`config.mk`:
```
export PLATFORM = sky130hd
export DESIGN_NAME = audio_mix_stream
export DESIGN_NICKNAME = d
export VERILOG_FILES = /design/src/rtl/audio_pkg.sv /design/src/rtl/audio_sample_fifo.sv /design/src/rtl/audio_mix_stream.sv
export SDC_FILE = /design/constraint.sdc
export NUM_CORES = 1
export LEC_CHECK = 0
export ABC_AREA = 1
export CAP_MARGIN = 20
export CORE_UTILIZATION = 60
export CTS_CLUSTER_DIAMETER = 150
export DETAILED_ROUTE_END_ITERATION = 12
export GPL_TIMING_DRIVEN = 0
export PLACE_DENSITY = 0.81
export REMOVE_ABC_BUFFERS = 1
export SYNTH_ARGS = -nofsm -noshare
export SYNTH_HDL_FRONTEND = slang
export SYNTH_SLANG_ARGS = --single-unit
```
`constraint.sdc`:
```
create_clock -name CLOCK_50 -period 4.99 [get_ports CLOCK_50]
set_input_delay 0.499 -clock CLOCK_50 [delete_from_list [all_inputs] [get_ports CLOCK_50]]
set_output_delay 0.499 -clock CLOCK_50 [all_outputs]
set_load 0.05 [all_outputs]
```
`src/rtl/audio_pkg.sv`:
```
`default_nettype none
// ============================================================================
//  Module      : audio_pkg
//  Description : Shared definitions for the stereo mixer slice.
//                - Mixer FSM state encoding (IDLE / ACC / PUSH)
//                - Route bit positions inside a channel's 2-bit route field
//                - Saturation helper that classifies a wide signed value
//                  against the signed range of a narrower width
//  Revision    : 1.0 - initial release
// ============================================================================
package audio_pkg;

   typedef enum logic [1:0] {
      ST_IDLE = 2'd0,
      ST_ACC  = 2'd1,
      ST_PUSH = 2'd2
   } mix_state_t;

   // Bit positions inside each channel's 2-bit route field.
   localparam int ROUTE_L = 0;
   localparam int ROUTE_R = 1;

   // Width of the value handed to sat_clip; callers sign-extend into it.
   localparam int SAT_IN_W = 64;

   typedef enum logic [1:0] {
      CLIP_NONE = 2'd0,
      CLIP_POS  = 2'd1,
      CLIP_NEG  = 2'd2
   } clip_t;

   // Reports whether a signed value fits in a signed field of the given
   // width, or which rail it must be clamped to.  The caller substitutes the
   // rail value, which keeps this helper independent of the sample width.
   function automatic clip_t sat_clip(input logic signed [SAT_IN_W-1:0] value,
                                      input int                         width);
      logic signed [SAT_IN_W-1:0] v_one;
      logic signed [SAT_IN_W-1:0] v_max;
      logic signed [SAT_IN_W-1:0] v_min;
      v_one = SAT_IN_W'(1);
      v_max = (v_one <<< (width - 1)) - v_one;
      v_min = -(v_one <<< (width - 1));
      if (value > v_max) begin
         return CLIP_POS;
      end else if (value < v_min) begin
         return CLIP_NEG;
      end
      return CLIP_NONE;
   endfunction

endpackage : audio_pkg
`default_nettype wire

```
`src/rtl/audio_sample_fifo.sv`:
```
`default_nettype none
// ============================================================================
//  Module      : audio_sample_fifo
//  Description : Register-based first-word-fall-through FIFO holding mixed
//                stereo frames.  The head entry is always presented on
//                o_head; a pop simply advances the read pointer.
//  Ports       : clk, rst        clock and synchronous active-high reset
//                i_push, i_push_data   write a frame (ignored when full
//                                      unless a pop happens the same cycle)
//                i_pop           discard the head (ignored when empty)
//                o_head          frame at the head (stale when empty)
//                o_level         number of frames held, 0..DEPTH
//                o_empty, o_full occupancy flags
//  Revision    : 1.0 - initial release
// ============================================================================
module audio_sample_fifo #(
   parameter int WIDTH = 64,
   parameter int DEPTH = 8
) (
   input  logic                     clk,
   input  logic                     rst,
   input  logic                     i_push,
   input  logic [WIDTH-1:0]         i_push_data,
   input  logic                     i_pop,
   output logic [WIDTH-1:0]         o_head,
   output logic [$clog2(DEPTH):0]   o_level,
   output logic                     o_empty,
   output logic                     o_full
);

   localparam int c_ptr_w = $clog2(DEPTH);
   localparam int c_lvl_w = c_ptr_w + 1;

   logic [WIDTH-1:0]   r_mem [DEPTH];
   logic [c_ptr_w-1:0] r_wr_ptr;
   logic [c_ptr_w-1:0] r_rd_ptr;
   logic [c_lvl_w-1:0] r_level;

   logic w_do_push;
   logic w_do_pop;

   assign o_empty   = (r_level == '0);
   assign o_full    = (r_level == c_lvl_w'(DEPTH));
   assign w_do_pop  = i_pop & ~o_empty;
   assign w_do_push = i_push & (~o_full | w_do_pop);

   assign o_head  = r_mem[r_rd_ptr];
   assign o_level = r_level;

   // Storage needs no reset: nothing reads an entry before it is written,
   // and the empty flag masks the head at the top level.
   always_ff @(posedge clk) begin
      if (w_do_push) begin
         r_mem[r_wr_ptr] <= i_push_data;
      end
   end

   // DEPTH is a power of two, so the pointers wrap on their own.
   always_ff @(posedge clk) begin
      if (rst) begin
         r_wr_ptr <= '0;
         r_rd_ptr <= '0;
         r_level  <= '0;
      end else begin
         if (w_do_push) begin
            r_wr_ptr <= r_wr_ptr + c_ptr_w'(1);
         end
         if (w_do_pop) begin
            r_rd_ptr <= r_rd_ptr + c_ptr_w'(1);
         end
         case ({w_do_push, w_do_pop})
            2'b10:   r_level <= r_level + c_lvl_w'(1);
            2'b01:   r_level <= r_level - c_lvl_w'(1);
            default: r_level <= r_level;
         endcase
      end
   end

endmodule : audio_sample_fifo
`default_nettype wire

```
`src/rtl/audio_mix_stream.sv`:
```
`default_nettype none
// ============================================================================
//  Module      : audio_mix_stream
//  Description : N-channel stereo mixer feeding the codec write port.
//                Collects one sample from every routed channel (one channel
//                per cycle), sums into wide left/right accumulators, applies
//                an arithmetic right shift, saturates to SAMPLE_W and queues
//                the frame in an output FIFO drained by the codec handshake.
//  Ports       : CLOCK_50, reset        clock, synchronous active-high reset
//                ch_sample / ch_valid / ch_ready   per-channel source stream
//                ch_route               2 bits per channel {R, L}; 00 = muted
//                gain_shift             right shift applied to both mixes
//                audio_out_allowed / write_audio_out   codec handshake
//                left/right_channel_audio_out   frame at FIFO head (0 if empty)
//                fifo_level             frames buffered
//                underrun               sticky: codec asked while empty
//  Revision    : 1.0 - initial release
// ============================================================================
module audio_mix_stream
   import audio_pkg::*;
#(
   parameter int NUM_CH     = 4,
   parameter int SAMPLE_W   = 32,
   parameter int FIFO_DEPTH = 8
) (
   input  logic                           CLOCK_50,
   input  logic                           reset,
   input  logic [NUM_CH*SAMPLE_W-1:0]     ch_sample,
   input  logic [NUM_CH-1:0]              ch_valid,
   output logic [NUM_CH-1:0]              ch_ready,
   input  logic [NUM_CH*2-1:0]            ch_route,
   input  logic [3:0]                     gain_shift,
   input  logic                           audio_out_allowed,
   output logic                           write_audio_out,
   output logic [SAMPLE_W-1:0]            left_channel_audio_out,
   output logic [SAMPLE_W-1:0]            right_channel_audio_out,
   output logic [$clog2(FIFO_DEPTH):0]    fifo_level,
   output logic                           underrun
);

   // The accumulator is one sign bit plus log2(NUM_CH) growth bits wider
   // than a sample, so summing every channel can never wrap.  It must stay
   // narrower than SAT_IN_W for the saturation helper.
   localparam int c_acc_w  = SAMPLE_W + $clog2(NUM_CH) + 1;
   localparam int c_idx_w  = (NUM_CH > 1) ? $clog2(NUM_CH) : 1;
   localparam int c_lvl_w  = $clog2(FIFO_DEPTH) + 1;
   localparam logic [c_idx_w-1:0]  c_last_idx = c_idx_w'(NUM_CH - 1);
   localparam logic [SAMPLE_W-1:0] c_sat_max  = {1'b0, {(SAMPLE_W-1){1'b1}}};
   localparam logic [SAMPLE_W-1:0] c_sat_min  = {1'b1, {(SAMPLE_W-1){1'b0}}};

   mix_state_t                 r_state;
   mix_state_t                 w_next_state;
   logic [c_idx_w-1:0]         r_idx;
   logic signed [c_acc_w-1:0]  r_acc_l;
   logic signed [c_acc_w-1:0]  r_acc_r;
   logic [NUM_CH*2-1:0]        r_route;
   logic [3:0]                 r_shift;
   logic                       r_primed;
   logic                       r_underrun;

   logic [NUM_CH-1:0]          w_live_routed;
   logic [NUM_CH-1:0]          w_latched_routed;
   logic                       w_sources_ready;
   logic [SAMPLE_W-1:0]        w_sample;
   logic [1:0]                 w_cur_route;
   logic signed [c_acc_w-1:0]  w_sample_ext;
   logic signed [c_acc_w-1:0]  w_shift_l;
   logic signed [c_acc_w-1:0]  w_shift_r;
   logic signed [SAT_IN_W-1:0] w_wide_l;
   logic signed [SAT_IN_W-1:0] w_wide_r;
   logic [SAMPLE_W-1:0]        w_mix_l;
   logic [SAMPLE_W-1:0]        w_mix_r;
   logic                       w_push;
   logic [2*SAMPLE_W-1:0]      w_fifo_head;
   logic [c_lvl_w-1:0]         w_fifo_level;
   logic                       w_fifo_empty;
   logic                       w_fifo_full;

   // ---------------------------------------------------------------------
   // Route decode: a channel takes part in a frame when either bit is set.
   // ---------------------------------------------------------------------
   for (genvar gi = 0; gi < NUM_CH; gi++) begin : g_route
      assign w_live_routed[gi]    = |ch_route[2*gi +: 2];
      assign w_latched_routed[gi] = |r_route[2*gi +: 2];
   end

   // Muted channels are never waited on; with every channel muted this
   // reduces to "FIFO not full" and silence frames keep the codec fed.
   assign w_sources_ready = &(ch_valid | ~w_live_routed);

   // Select the channel being visited in ACC.
   always_comb begin
      w_sample    = '0;
      w_cur_route = '0;
      for (int i = 0; i < NUM_CH; i++) begin
         if (r_idx == c_idx_w'(i)) begin
            w_sample    = ch_sample[i*SAMPLE_W +: SAMPLE_W];
            w_cur_route = r_route[2*i +: 2];
         end
      end
   end

   assign w_sample_ext = {{(c_acc_w-SAMPLE_W){w_sample[SAMPLE_W-1]}}, w_sample};

   // ---------------------------------------------------------------------
   // Mixer FSM
   // ---------------------------------------------------------------------
   always_ff @(posedge CLOCK_50) begin
      if (reset) begin
         r_state <= ST_IDLE;
      end else begin
         r_state <= w_next_state;
      end
   end

   always_comb begin
      w_next_state = r_state;
      w_push       = 1'b0;
      ch_ready     = '0;
      unique case (r_state)
         ST_IDLE: begin
            if (w_sources_ready && !w_fifo_full) begin
               w_next_state = ST_ACC;
            end
         end
         ST_ACC: begin
            if (r_idx == c_last_idx) begin
               w_next_state = ST_PUSH;
            end
         end
         ST_PUSH: begin
            w_push       = 1'b1;
            w_next_state = ST_IDLE;
         end
         default: begin
            w_next_state = ST_IDLE;
         end
      endcase

      // Muted channels are held ready so their sources never stall.  While
      // a frame is in flight the latched routing decides who is muted, so a
      // mid-frame route change cannot release a channel still owed a pulse.
      if (!reset) begin
         if (r_state == ST_IDLE) begin
            ch_ready = ~w_live_routed;
         end else begin
            ch_ready = ~w_latched_routed;
         end
         for (int i = 0; i < NUM_CH; i++) begin
            if ((r_state == ST_ACC) && (r_idx == c_idx_w'(i)) && w_latched_routed[i]) begin
               ch_ready[i] = 1'b1;
            end
         end
      end
   end

   // ---------------------------------------------------------------------
   // Accumulation datapath
   // ---------------------------------------------------------------------
   always_ff @(posedge CLOCK_50) begin
      if (reset) begin
         r_idx   <= '0;
         r_acc_l <= '0;
         r_acc_r <= '0;
         r_route <= '0;
         r_shift <= '0;
      end else begin
         case (r_state)
            ST_IDLE: begin
               if (w_next_state == ST_ACC) begin
                  r_route <= ch_route;
                  r_shift <= gain_shift;
                  r_acc_l <= '0;
                  r_acc_r <= '0;
                  r_idx   <= '0;
               end
            end
            ST_ACC: begin
               if (w_cur_route[ROUTE_L]) begin
                  r_acc_l <= r_acc_l + w_sample_ext;
               end
               if (w_cur_route[ROUTE_R]) begin
                  r_acc_r <= r_acc_r + w_sample_ext;
               end
               r_idx <= r_idx + c_idx_w'(1);
            end
            default: begin
            end
         endcase
      end
   end

   // ---------------------------------------------------------------------
   // Attenuate and saturate (consumed only in PUSH)
   // ---------------------------------------------------------------------
   assign w_shift_l = r_acc_l >>> r_shift;
   assign w_shift_r = r_acc_r >>> r_shift;
   assign w_wide_l  = {{(SAT_IN_W-c_acc_w){w_shift_l[c_acc_w-1]}}, w_shift_l};
   assign w_wide_r  = {{(SAT_IN_W-c_acc_w){w_shift_r[c_acc_w-1]}}, w_shift_r};

   always_comb begin
      w_mix_l = w_shift_l[SAMPLE_W-1:0];
      unique case (sat_clip(w_wide_l, SAMPLE_W))
         CLIP_POS: w_mix_l = c_sat_max;
         CLIP_NEG: w_mix_l = c_sat_min;
         default:  w_mix_l = w_shift_l[SAMPLE_W-1:0];
      endcase
   end

   always_comb begin
      w_mix_r = w_shift_r[SAMPLE_W-1:0];
      unique case (sat_clip(w_wide_r, SAMPLE_W))
         CLIP_POS: w_mix_r = c_sat_max;
         CLIP_NEG: w_mix_r = c_sat_min;
         default:  w_mix_r = w_shift_r[SAMPLE_W-1:0];
      endcase
   end

   // ---------------------------------------------------------------------
   // Output frame FIFO and codec drain
   // ---------------------------------------------------------------------
   audio_sample_fifo #(
      .WIDTH (2*SAMPLE_W),
      .DEPTH (FIFO_DEPTH)
   ) u_fifo (
      .clk         (CLOCK_50),
      .rst         (reset),
      .i_push      (w_push),
      .i_push_data ({w_mix_l, w_mix_r}),
      .i_pop       (write_audio_out),
      .o_head      (w_fifo_head),
      .o_level     (w_fifo_level),
      .o_empty     (w_fifo_empty),
      .o_full      (w_fifo_full)
   );

   // Zero-cycle response to the codec from registered FIFO state.
   assign write_audio_out         = audio_out_allowed & ~w_fifo_empty;
   assign left_channel_audio_out  = w_fifo_empty ? '0 : w_fifo_head[2*SAMPLE_W-1:SAMPLE_W];
   assign right_channel_audio_out = w_fifo_empty ? '0 : w_fifo_head[SAMPLE_W-1:0];
   assign fifo_level              = w_fifo_level;

   // Underrun is only meaningful once the stream has started, hence the
   // primed bit set by the first push.
   always_ff @(posedge CLOCK_50) begin
      if (reset) begin
         r_primed   <= 1'b0;
         r_underrun <= 1'b0;
      end else begin
         if (w_push) begin
            r_primed <= 1'b1;
         end
         if (r_primed && audio_out_allowed && w_fifo_empty) begin
            r_underrun <= 1'b1;
         end
      end
   end

   assign underrun = r_underrun;

endmodule : audio_mix_stream
`default_nettype wire
```
==> flow_metrics.tcl, run 1 <==
set metrics [dict create \
    p_clk_frac 0.224 \
    maxCapViolations 0 \
    crit_buf_inv 4 \
    sw_frac_of_total 0.416 \
    cts_hold_buf 0 \
    globalplace.congestion 0.987 \
    numPortBuffers 220 \
    clock_sinks 613 \
    clockBufferDepth 3 \
    pin_count 221 \
    finClkSkew_ns 0.0246 \
    syn_area_per_cell_um2 8.40 \
    grt_max_degree 139 \
    cpLargestDelayFamily "buffers and inverters" \
    cp-end-kind "primary output" \
    antenna_cells 0 \
    p_int_uw 10800 \
    postPlaceCellArea_mm2 0.0359 \
    cts.clk_slew.worst_paths_ns 0.07 \
    final_area_mm2 0.0377 \
    irDropWorstVdd_v 0.000595 \
    async_flop_share 0 \
    viasPerCell 5.97 \
    relSlewSlack 0.327 \
    antenna_found_initial 0 \
    routedWlPerCell_um 18.7 \
    final_util 0.699 \
    p_comb_frac 0.434 \
    track_usage 0.316 \
    p_leak_uw 0.0144 \
    whs_ns 0.448 \
    slowest_stage "clkdlybuf4s50_1" \
    cts_buffers 57 \
    ant_nets 0 \
    yosysUniqueCellTypes 51 \
    syn_to_final_growth_pct 14.8 \
    wl_mm 88.7 \
    ys_seq_elements 613 \
    drt_iter0_drc 2949 \
    power_density_mw_per_mm2 493 \
    cp_common_cell "o21ai_0" \
    final_max_slew_viol_count 0 \
    tightestPinTransition_ns 1.01 \
    synthFlopType "edfxtp_1" \
    setup_violations 0 \
    worstPathRequired_ns 4.49 \
    hold_viol_final 0 \
    yosys_warnings 0 \
    dpl.hpwl_mm 60.4 \
    die_h_um 236 \
    fmaxAchievable_mhz 208 \
    htreeDepth 2 \
    drc 0 \
    fp.dieW_um 236 \
    synth_edf_count 512 \
    switchingPower_uw 7730 \
    seq_power_share 0.341 \
    crit_fanout 80 \
    path_class "reg2out" \
    outcome "complete, no violations" \
    min_period_over_period 0.963 \
    rows 85 \
    drive_above_1_share 0.0452 \
    cp-start-kind "flip-flop" \
    hold_path.class "in2reg" \
    min_period_ns 4.81 \
    critPathArrivalTime_ns 4.31 \
    synth_area_mm2 0.0328 \
    grt_pass1_vias 26552 \
    grt_pass1_wl_mm 139 \
    clockRootBuffer "clkbuf_16" \
    firstDrtPassIters 6 \
    core-area_mm2 0.0539 \
    nets 4229 \
    vias 28318 \
    path_cells "buf_16, inv_4, buf_12, o21ai_0, o22ai_1, o21ai_0, a31oi_1, clkdlybuf4s50_1" \
    dieArea_mm2 0.0557 \
    grt_overflow 0 \
    cts_tree "done" \
    worst_path_largest_cell_delay_ns 0.86 \
    layout.cells.non_filler 4744 \
    clk_latency_ns 0.62 \
    r2r_slack_ns 0.43 \
    synth-seq-area-share 0.530 \
    start_util 0.609 \
    dp.cells 4639 \
    grt_setup_unrepaired "false" \
    syn_inst 3907 \
]
## repair_timing
item | 4_1_cts | 5_1_grt
setup buffers | 0 | 0
gates resized for setup | 0 | 3
setup endpoints to repair | 0 | 36
## final cells by class
| class | count | area (um2) |
|---|---|---|
| fillers | 4041 | 16200 |
| well taps | 696 | 871 |
| flip-flops and latches | 613 | 17400 |
| multi-input cells | 2827 | 13600 |
| clock buffers | 69 | 1470 |
| clock inverters | 36 | 289 |
| inverters | 245 | 943 |
| repair buffers | 258 | 3070 |
## placed cells by master (no fill, tap or decap), drive strengths merged
master           n
a21boi           2
nand3          177
inv            244
xnor2            2
buf             39
bufinv           4
o22ai           67
o21ai          563
o211a            1
clkdlybuf4s50  219
clkinvlp         7
nor3            13
and2             2
a22oi            1
or2             24
mux2i           30
clkbuf          69
nand2          867
a22o             2
ha              77
nand3b          13
nor4             3
a31oi           73
dfxtp          101
clkinv          26
edfxtp         512
o22a             2
nand4           14
nor2           607
o31ai            2
a21oi          236
a211oi           1
xor2             5
o21a             1
fa               3
o21bai          13
o211ai          26
## cell usage after synthesis (3+ instances only)
library cell	count	area share
ha_1	77	0.029
a31oi_1	73	0.014
edfxtp_1	512	0.47
nor2_1	605	0.069
o22ai_1	67	0.013
nor3_1	13	0.0020
mux2i_1	30	0.0091
buf_1	23	0.0026
nand2_1	866	0.099
o211ai_1	25	0.0057
inv_2	7	0.00080
xor2_1	5	0.0013
fa_1	3	0.0018
buf_4	13	0.0030
or2_2	23	0.0044
o21ai_1	14	0.0021
clkbuf_1	139	0.016
a21oi_1	236	0.036
nand3_1	176	0.027
buf_2	45	0.0069
o21bai_1	13	0.0030
nand4_1	14	0.0027
nand3b_1	13	0.0030
dfxtp_1	101	0.062
o21ai_2	5	0.0013
o21ai_0	544	0.083
inv_1	236	0.027
## path summary, 6_finish.rpt
path / start / endpoint / cells after the start
max reg2reg: r_idx[1]$_SDFFE_PP0P_ / r_acc_l[18]$_SDFFE_PP0P_ / 23
max: flip-flop / left_channel_audio_out[16] / 8
min reg2reg: underrun$_SDFFE_PP0P_ / underrun$_SDFFE_PP0P_ / 2
min: reset / r_acc_l[34]$_SDFFE_PP0P_ / 2
## state kept, by name, indices dropped and copies added, names as in the netlist, 3 cells and up, named ones only
name / cells
r_shift: 4
r_acc_r: 35
r_acc_l: 35
u_fifo.o_level: 4
r_route: 8
u_fifo.r_rd_ptr: 3
u_fifo.r_mem: 512
u_fifo.r_wr_ptr: 3
## layer usage
| metal | vias up | global-route usage | share of wire |
|---|---|---|---|
| met2 | 1380 | 0.518 | 0.47 |
| met1 | 13114 | 0.427 | 0.41 |
| met5 | - | 0 | 0 |
| met3 | 198 | 0.0410 | 0.086 |
| met4 | 0 | 0.124 | 0.035 |
| li1 | 13626 | - | - |
## power groups by stage
stage / registers [uW] / clock network [uW] / logic (uW)
after global placement: 6760 / 0 / 7370
final: 6340 / 4170 / 8060
after detailed placement: 6440 / 0 / 7940
after global routing: 6360 / 4380 / 8680
after floorplan: 6600 / 0 / 5050
after CTS: 6340 / 4180 / 8000
## through the flow
step	TNS, ns	worst slack [ns]	power [uW]
floorplan	-370.49	-5.79	11700
global placement	-2468.25	-15.57	14100
detailed placement	0	0.0365	14400
CTS	0	0.0194	18500
global route	0	0.0255	19400
finish	0	0.184	18600
## logic make-up (layout without fill, tap and decap cells)
kind of cell / after synthesis / count (layout) / share of synthesized area
AND/OR/NAND/NOR: 1720 / 1720 / 0.209
adder cells (fa/ha/maj): 80 / 80 / 0.0312
XOR/XNOR: 7 / 7 / 0.00187
flip-flops: 613 / 613 / 0.530
buffers and inverters: 467 / 608 / 0.0569
AO/OA/AOI/OAI: 990 / 990 / 0.162
multiplexers: 30 / 30 / 0.00915
Power figures use the tool's default switching activity.
==> run 2, diff against run 1 <==
--- a/config.mk
+++ b/config.mk
@@ -6,7 +6,6 @@
 export NUM_CORES = 1
 export LEC_CHECK = 0
 export ABC_AREA = 1
-export CAP_MARGIN = 20
 export CORE_UTILIZATION = 60
 export CTS_CLUSTER_DIAMETER = 150
 export DETAILED_ROUTE_END_ITERATION = 12
==> flow_metrics.tcl, run 2 (synthesis gave the netlist of run 1 again) <==
set metrics [dict create \
    firstDrtPassIters 6 \
    dpl.hpwl_mm 59.9 \
    whs_ns 0.445 \
    cts_tree "done" \
    drive_above_1_share 0.0460 \
    antenna_found_initial 0 \
    rr_startpoint "r_idx[1]$_SDFFE_PP0P_" \
    grt_setup_unrepaired "false" \
    irDropWorstVdd_v 0.000542 \
    dieArea_mm2 0.0557 \
    reg_top3 "u_fifo.r_mem (512), r_acc_l (35), r_acc_r (35)" \
    viasPerCell 5.98 \
    rows 85 \
    worstPathRequired_ns 4.49 \
    wl_mm 89.1 \
    clock_sinks 613 \
    power_density_mw_per_mm2 495 \
    path_class "reg2out" \
    cp-start-kind "flip-flop" \
    hold_start "reset" \
    crit_fanout 138 \
    mostFrequentLayoutCells "866 x nand2_1, 596 x nor2_1, 544 x o21ai_0, 512 x edfxtp_1, 236 x a21oi_1" \
    grt_max_degree 139 \
    hold_viol_final 0 \
    start_util 0.609 \
    drc 0 \
    drt_iter0_drc 3089 \
    fmaxAchievable_mhz 208 \
    layout_commonest_cell "nand2_1" \
    hold_path.class "in2reg" \
    vias 28370 \
    min_period_ns 4.81 \
    outcome "complete, no violations" \
    track_usage 0.316 \
    antenna_cells 0 \
    clockRootBuffer "clkbuf_16" \
    reg2reg_depth 20 \
    core-area_mm2 0.0539 \
    largest_register_ffs 512 \
    n_fill_cell 4067 \
    setup_violations 0 \
    htreeDepth 2 \
    whs_endpoint "r_acc_l[34]$_SDFFE_PP0P_" \
    cp-end-kind "primary output" \
    cts.clk_slew.worst_paths_ns 0.06 \
    grt_pass1_vias 26550 \
    p_leak_uw 0.0145 \
    globalplace.congestion 0.987 \
    multiInputGateArea_mm2 0.0137 \
    tightestPinTransition_ns 1.40 \
    syn_to_final_growth_pct 14.7 \
    finClkSkew_ns 0.0218 \
    final_max_slew_viol_count 0 \
    top_register "u_fifo.r_mem" \
    reg2reg_to "r_acc_r[14]$_SDFFE_PP0P_" \
    numPortBuffers 220 \
    seqCellArea_mm2 0.0174 \
    min_period_over_period 0.963 \
    relSlewSlack 0.0645 \
    grt_overflow 0 \
    maxCapViolations 0 \
    final_util 0.698 \
    post_cts_buffers 0 \
    die_h_um 236 \
    cts_buffers 57 \
    clockBufferDepth 3 \
    fp.dieW_um 236 \
    grt_pass1_wl_mm 139 \
    ant_nets 0 \
    holdPathStages 2 \
    clk_latency_ns 0.62 \
    r2r_slack_ns 0.40 \
    routedWlPerCell_um 18.8 \
    nets 4225 \
    critPathArrivalTime_ns 4.31 \
    pin_count 221 \
]
[run 2: cell types whose count changed in the layout (fill, tap and decap cells not counted), sizes merged]
cell	previous run	this run
clkbuf	69	72
dlymetal6s2s	0	1
clkdlybuf4s50	219	218
clkinvlp	7	6
buf	39	34
clkinv	26	25
inv	244	243
bufinv	4	6
[run 2: metal layers]
metal	GRT usage	wire (um)
met3	0.0455	7870
met4	0.117	2960
met2	0.523	41700
met5	0	0
met1	0.425	36600
[run 2: through the flow]
step / setup TNS [ns] / setup WS [ns] / area [um2] / power, uW / std cells
floorplan: -370.49 / -5.79 / 31900 / 11700 / 3685
global placement: -2468.25 / -15.57 / 35000 / 14100 / 4601
detailed placement: -9.02 / -0.363 / 35800 / 14300 / 4633
CTS: 0 / 0.0210 / 37600 / 18600 / 4739
global route: 0 / 0.00727 / 37700 / 19500 / 4741
finish: 0 / 0.185 / 37700 / 18700 / 4741
[run 2: timing repair]
item,4_1_cts,5_1_grt
setup endpoints to repair,54,34
pin swaps,0,0
resized for setup,2,6
hold buffers,0,0
cloned,0,1
[run 2: critical path, cell delays in order, from the launching register on]
cell and delay [ns]:
dfxtp_4 0.42, buf_16 0.23, buf_16 0.27, clkinv_8 0.34
buf_16 0.43, o21ai_0 0.19, o22ai_1 0.21, o21ai_0 0.13
a31oi_1 0.43, clkdlybuf4s50_1 0.89
[run 2: how the worst max path moves through the flow]
stage	endpoint	startpoint
global placement	right_channel_audio_out[7]	flip-flop
CTS	left_channel_audio_out[0]	flip-flop
detailed placement	r_acc_l[14]$_SDFFE_PP0P_	r_idx[0]$_SDFFE_PP0P_
global route	r_acc_l[26]$_SDFFE_PP0P_	r_idx[1]$_SDFFE_PP0P_
floorplan	left_channel_audio_out[0]	flip-flop
finish	left_channel_audio_out[0]	flip-flop
[run 2: area by class of cell]
class                      count  share of cell area
tap                          696              0.0231
sequential                   613               0.462
timing repair buffer         253              0.0781
clock buffer                  72              0.0399
clock inverter                34             0.00877
inverter                     245              0.0251
timing repair inverter         1            0.000133
multi-input combinational   2827               0.363
[run 2: power breakdown]
part | total (uW) | internal, uW | leakage [uW] | switching, uW
clock network | 4310 | 2440 | 0.000892 | 1870
registers | 6340 | 6110 | 0.00548 | 226
logic | 8010 | 2380 | 0.00808 | 5620
